--- config.mk ---
export PLATFORM = sky130hd
export DESIGN_NAME = anabellek_hakemi
export DESIGN_NICKNAME = d
export VERILOG_FILES = /design/src/rtl/anabellek_hakemi.sv
export SDC_FILE = /design/constraint.sdc
export NUM_CORES = 1
export LEC_CHECK = 0
export CAP_MARGIN = 25
export CORE_AREA = 2 2 296 298
export CTS_BUF_LIST = sky130_fd_sc_hd__clkbuf_4 sky130_fd_sc_hd__clkbuf_8 sky130_fd_sc_hd__clkbuf_16
export CTS_CLUSTER_DIAMETER = 60
export CTS_CLUSTER_SIZE = 16
export DETAILED_ROUTE_END_ITERATION = 8
export DIE_AREA = 0 0 298 300
export PLACE_DENSITY = 0.55
export SLEW_MARGIN = 25
export SYNTH_ARGS = -nofsm -noshare
export SYNTH_HDL_FRONTEND = slang
export SYNTH_SLANG_ARGS = --single-unit
export TNS_END_PERCENT = 50
--- constraint.sdc ---
create_clock -name clk_i -period 1.9 [get_ports clk_i]
set_input_delay 0.285 -clock clk_i [delete_from_list [all_inputs] [get_ports clk_i]]
set_output_delay 0.285 -clock clk_i [all_outputs]
set_load 0.005 [all_outputs]
--- src/rtl/anabellek_hakemi.sv ---
// Main-memory arbiter: shares one 128-bit block port between the fetch-side
// instruction cache (getir) and the data cache (bellek), one transaction at a time.
module anabellek_hakemi #(
  parameter int ACLIK_SINIRI = 4,
  parameter int ZAMAN_ASIMI  = 1024
) (
  input  logic         clk_i,
  input  logic         rst_i,

  input  logic         getir_istek_i,
  input  logic [31:0]  getir_adres_i,
  input  logic         getir_oku_i,
  output logic         getir_musait_o,
  output logic         getir_veri_hazir_o,
  output logic [127:0] getir_obek_o,

  input  logic         bellek_istek_i,
  input  logic [31:0]  bellek_adres_i,
  input  logic         bellek_oku_i,
  input  logic         bellek_yaz_i,
  input  logic [127:0] bellek_yaz_obek_i,
  output logic         bellek_musait_o,
  output logic         bellek_veri_hazir_o,
  output logic [127:0] bellek_obek_o,

  output logic         ana_istek_o,
  output logic [31:0]  ana_adres_o,
  output logic         ana_oku_o,
  output logic         ana_yaz_o,
  output logic [127:0] ana_yaz_obek_o,
  input  logic         ana_hazir_i,
  input  logic [127:0] ana_obek_i,

  output logic         zaman_asimi_o
);

  localparam int AW = $clog2(ACLIK_SINIRI) + 1;
  localparam int ZW = $clog2(ZAMAN_ASIMI) + 1;
  localparam logic [AW-1:0] ACLIK_UST = AW'(ACLIK_SINIRI);
  localparam logic [ZW-1:0] ZAMAN_UST = ZW'(ZAMAN_ASIMI);

  typedef enum logic [1:0] {
    BOSTA         = 2'd0,
    GETIR_SERVIS  = 2'd1,
    BELLEK_SERVIS = 2'd2,
    TAMAM         = 2'd3
  } durum_t;

  durum_t         durum;
  logic [AW-1:0]  aclik_sayaci;
  logic [ZW-1:0]  zaman_sayaci;
  logic           zaman_asimi;
  logic           ana_istek;
  logic           ana_oku;
  logic           ana_yaz;
  logic [31:0]    ana_adres;
  logic [127:0]   ana_yaz_obek;
  logic [127:0]   getir_obek;
  logic [127:0]   bellek_obek;
  logic           getir_veri_hazir;
  logic           bellek_veri_hazir;

  logic           getir_gecerli;
  logic           bellek_gecerli;
  logic           aclik_doldu;
  logic           getir_kazanir;
  logic           bellek_kazanir;
  logic [ZW-1:0]  zaman_sonraki;

  function automatic logic [AW-1:0] aclik_doygun_artir(input logic [AW-1:0] s);
    return (s >= ACLIK_UST) ? ACLIK_UST : s + AW'(1);
  endfunction

  function automatic logic [ZW-1:0] zaman_doygun_artir(input logic [ZW-1:0] s);
    return (s >= ZAMAN_UST) ? ZAMAN_UST : s + ZW'(1);
  endfunction

  // Data side wins ties unless fetch has already been passed over ACLIK_SINIRI times.
  always_comb begin
    getir_gecerli  = getir_istek_i & getir_oku_i;
    bellek_gecerli = bellek_istek_i & (bellek_oku_i | bellek_yaz_i);
    aclik_doldu    = (aclik_sayaci >= ACLIK_UST);
    getir_kazanir  = getir_gecerli & (~bellek_gecerli | aclik_doldu);
    bellek_kazanir = bellek_gecerli & ~getir_kazanir;
    zaman_sonraki  = zaman_doygun_artir(zaman_sayaci);
  end

  always_ff @(posedge clk_i or negedge rst_i) begin
    if (!rst_i) begin
      durum             <= BOSTA;
      aclik_sayaci      <= '0;
      zaman_sayaci      <= '0;
      zaman_asimi       <= 1'b0;
      ana_istek         <= 1'b0;
      ana_oku           <= 1'b0;
      ana_yaz           <= 1'b0;
      ana_adres         <= '0;
      ana_yaz_obek      <= '0;
      getir_obek        <= '0;
      bellek_obek       <= '0;
      getir_veri_hazir  <= 1'b0;
      bellek_veri_hazir <= 1'b0;
    end else begin
      getir_veri_hazir  <= 1'b0;
      bellek_veri_hazir <= 1'b0;
      case (durum)
        BOSTA: begin
          if (getir_kazanir) begin
            durum        <= GETIR_SERVIS;
            ana_istek    <= 1'b1;
            ana_oku      <= 1'b1;
            ana_yaz      <= 1'b0;
            ana_adres    <= getir_adres_i;
            aclik_sayaci <= '0;
            zaman_sayaci <= '0;
          end else if (bellek_kazanir) begin
            durum        <= BELLEK_SERVIS;
            ana_istek    <= 1'b1;
            // A request with both strobes set is treated as a read.
            ana_oku      <= bellek_oku_i;
            ana_yaz      <= ~bellek_oku_i;
            ana_adres    <= bellek_adres_i;
            ana_yaz_obek <= bellek_yaz_obek_i;
            zaman_sayaci <= '0;
            if (getir_gecerli)
              aclik_sayaci <= aclik_doygun_artir(aclik_sayaci);
          end
        end
        GETIR_SERVIS, BELLEK_SERVIS: begin
          zaman_sayaci <= zaman_sonraki;
          if (zaman_sonraki == ZAMAN_UST)
            zaman_asimi <= 1'b1;
          if (ana_hazir_i) begin
            durum     <= TAMAM;
            ana_istek <= 1'b0;
            ana_oku   <= 1'b0;
            ana_yaz   <= 1'b0;
            if (durum == GETIR_SERVIS) begin
              getir_veri_hazir <= 1'b1;
              getir_obek       <= ana_obek_i;
            end else begin
              bellek_veri_hazir <= 1'b1;
              if (ana_oku)
                bellek_obek <= ana_obek_i;
            end
          end
        end
        TAMAM: begin
          durum <= BOSTA;
        end
        default: begin
          durum <= BOSTA;
        end
      endcase
    end
  end

  assign getir_musait_o      = (durum == BOSTA);
  assign bellek_musait_o     = (durum == BOSTA);
  assign getir_veri_hazir_o  = getir_veri_hazir;
  assign bellek_veri_hazir_o = bellek_veri_hazir;
  assign getir_obek_o        = getir_obek;
  assign bellek_obek_o       = bellek_obek;
  assign ana_istek_o         = ana_istek;
  assign ana_adres_o         = ana_adres;
  assign ana_oku_o           = ana_oku;
  assign ana_yaz_o           = ana_yaz;
  assign ana_yaz_obek_o      = ana_yaz_obek;
  assign zaman_asimi_o       = zaman_asimi;

endmodule

==> metrics.cfg <==
[sta]
setup_slack_ns=0.0818
rsz0062_at_grt=no
fin_skew_ns=0.0308
drv_slew=0
slew-limit-headroom_pct=67.6
finalSetupViolations=0
tightest_slew_ns=0.486
fin_crit_ns=1.82
fmaxAchievable_ghz=0.550
hold_violations=0
finalCritPeriodShare_pct=95.7

[critical_path]
start_kind=register
cp_slowest_stage_delay_ns=0.53
cp-startpoint=ana_yaz_obek_o[113]
crit_family=buffers and inverters
r2r_start=durum[1]
worstPathCellList=clkdlybuf4s50_1
worstSetupEndpointType=primary output
cpMaxStageDelayCell=clkdlybuf4s50_1
reg2reg_depth=7
cp.required_ns=1.62
worstPathMaxFanout=2
cp.arrival_ns=1.53
crit_type=register to primary output
cp_num_buf_inv=1
worst-path-stages=1

[yosys]
netlist.area_leader.share_pct=64.5
synth.avg_cell_area_um2=15.7
synth_edf_count=0
synth_fp_nets=1417
yosysMostFrequentCell=dfrtp_1
syn_inst=1082
synth_seq_area_share_pct=64.5
ys.flop_type=dfrtp_1
synth.cell_area_um2=17000
ys_seq_elements=438
ys_warn_count=0
yosys-top-cells-area=dfrtp_1 65%, mux2_2 26%, mux2i_1 1.9%
postSynth.asyncResetShare_pct=100
synth_area_leader_cell=dfrtp_1
synth_commonest_cells=438 x dfrtp_1, 386 x mux2_2, 44 x nand2_1, 44 x o21ai_0, 33 x mux2i_1
synthDistinctLibCells=42

[power_and_ir_drop]
peakVddDrop_mv=0.890
powerDensity_nw_per_um2=1640
power_leakage_nw=11.6
power.total_mw=46.4

[place]
place_congestion=0.858
io_buffer_count=751
dpl_worst_slack_ns=-0.265
dp_cells=3016
placed_cell_area_um2=26500
hpwl_mm=46.4

[die]
die_h_um=300
rows=108
io_pins=752
floorplan.die_area_um2=89400
core-area_um2=86200
floorplan.initialDensity_pct=19.7
die_w_um=298

[clock_network]
insertion_delay_ns=0.59
cts_buffers=47
clock_sinks=438
path_clk_slew_ns=0.07
cts_max_level=2
cts_root_buf=clkbuf_16
clockBufferDepth=3
cts_tree=yes

[layout]
final_cells=3107
num-nets-final=2250
drive_gt1_share_pct=29.9
design_area_um2=28300
final_core_util_pct=32.8
syn2layout_area_growth_pct=66.4

[min_path]
hold_class=input pin to asynchronous set/reset pin

[run]
drv_cap=0

[global_route]
grt_pass1_vias=13400
grt_pass1_wl_mm=87.5
grt_max_degree=65
grt_usage_pct=12.9
grt.overflow.total=0
grt_antenna_before_repair=5

[detailed_routing]
drt.antenna.violating_nets=0
detail_route.drc_violations=0
wl_per_cell_um=19.4
avgViaCountPerCell=3.90
vias=12100
finalWirelength_mm=60.2
drt_iter0_drc=416
first_pass_iters=4

[run_status]
status=finished, final reports clean

## timing repair
item / in CTS / in global routing
pin swaps: 2 / 1
gates resized for setup: 23 / 8
hold endpoints to repair: 74 / 0
hold buffers: 1 / 0
setup buffers: 2 / 0
setup endpoints to repair: 127 / 76
gates cloned: 0 / 4
## kinds of logic after synthesis
kind of cell	count (synthesis)	synth area share, %
adder cells (fa/ha/maj)	7	0.516
AO/OA/AOI/OAI	78	2.81
multiplexers	419	27.5
flip-flops	438	64.5
buffers and inverters	69	2.59
AND/OR/NAND/NOR	71	2.03
## final timing paths
path                                        to  slack [ns]
max                        ana_yaz_obek_o[113]        0.08
min                            getir_obek_o[4]        0.21
max reg2reg                   getir_obek_o[43]        0.10
min reg2reg                    ana_adres_o[24]        0.48
max in group asynchronous   ana_yaz_obek_o[91]        0.77
min in group clk_i          ana_yaz_obek_o[23]        0.32
## cell type report
cell class | count | area, µm²
Clock inverter | 30 | 375
Inverter | 10 | 37.5
Fill cell | 8569 | 58000
Antenna cell | 4 | 10.0
Clock buffer | 52 | 1240
Tap cell | 1155 | 1450
Sequential cell | 438 | 11000
Timing Repair Buffer | 843 | 8520
Multi-Input combinational cell | 575 | 5660
## through the flow
step	TNS, ns	hold slack (ns)
after floorplan	0	-0.0106
after global placement	-46.61	0.248
after detailed placement	-51.97	0.245
after CTS	-0.0499	0.181
after global routing	0	0.207
final	0	0.212
## metal layers
metal	vias up	global-route usage (%)	part of all wire [%]
met4	0	4.99	3.3
li1	5514	-	-
met3	99	3.35	5.6
met1	6132	14.4	38
met2	370	23.3	53
met5	-	0	0
## state kept, by name, indices dropped and copies added (netlist names)
name / count
ana_yaz_obek_o: 128
bellek_obek_o: 128
getir_obek_o: 128
ana_adres_o: 32
zaman_sayaci: 11
aclik_sayaci: 3
durum: 2
ana_istek_o: 1
ana_oku_o: 1
ana_yaz_o: 1
bellek_veri_hazir_o: 1
getir_veri_hazir_o: 1
zaman_asimi_o: 1
## cells in the final DEF, fill, tap and decap left out, types with 6 or more instances in the layout
master / netlist / final
clkdlybuf4s50_1: 0 / 742
o21ai_0: 44 / 44
buf_12: 0 / 16
dfrtp_1: 438 / 434
inv_6: 0 / 7
nand2_1: 44 / 43
mux2i_1: 33 / 33
buf_4: 5 / 65
a21oi_1: 8 / 7
mux2_2: 386 / 386
clkinv_4: 0 / 6
inv_1: 10 / 8
clkbuf_16: 0 / 51
## power breakdown
| group | switching [mW] | internal [mW] |
|---|---|---|
| sequential | 2.59 | 14.0 |
| combinational | 6.88 | 13.3 |
| clock | 4.12 | 5.49 |
Power figures use the tool's default switching activity.
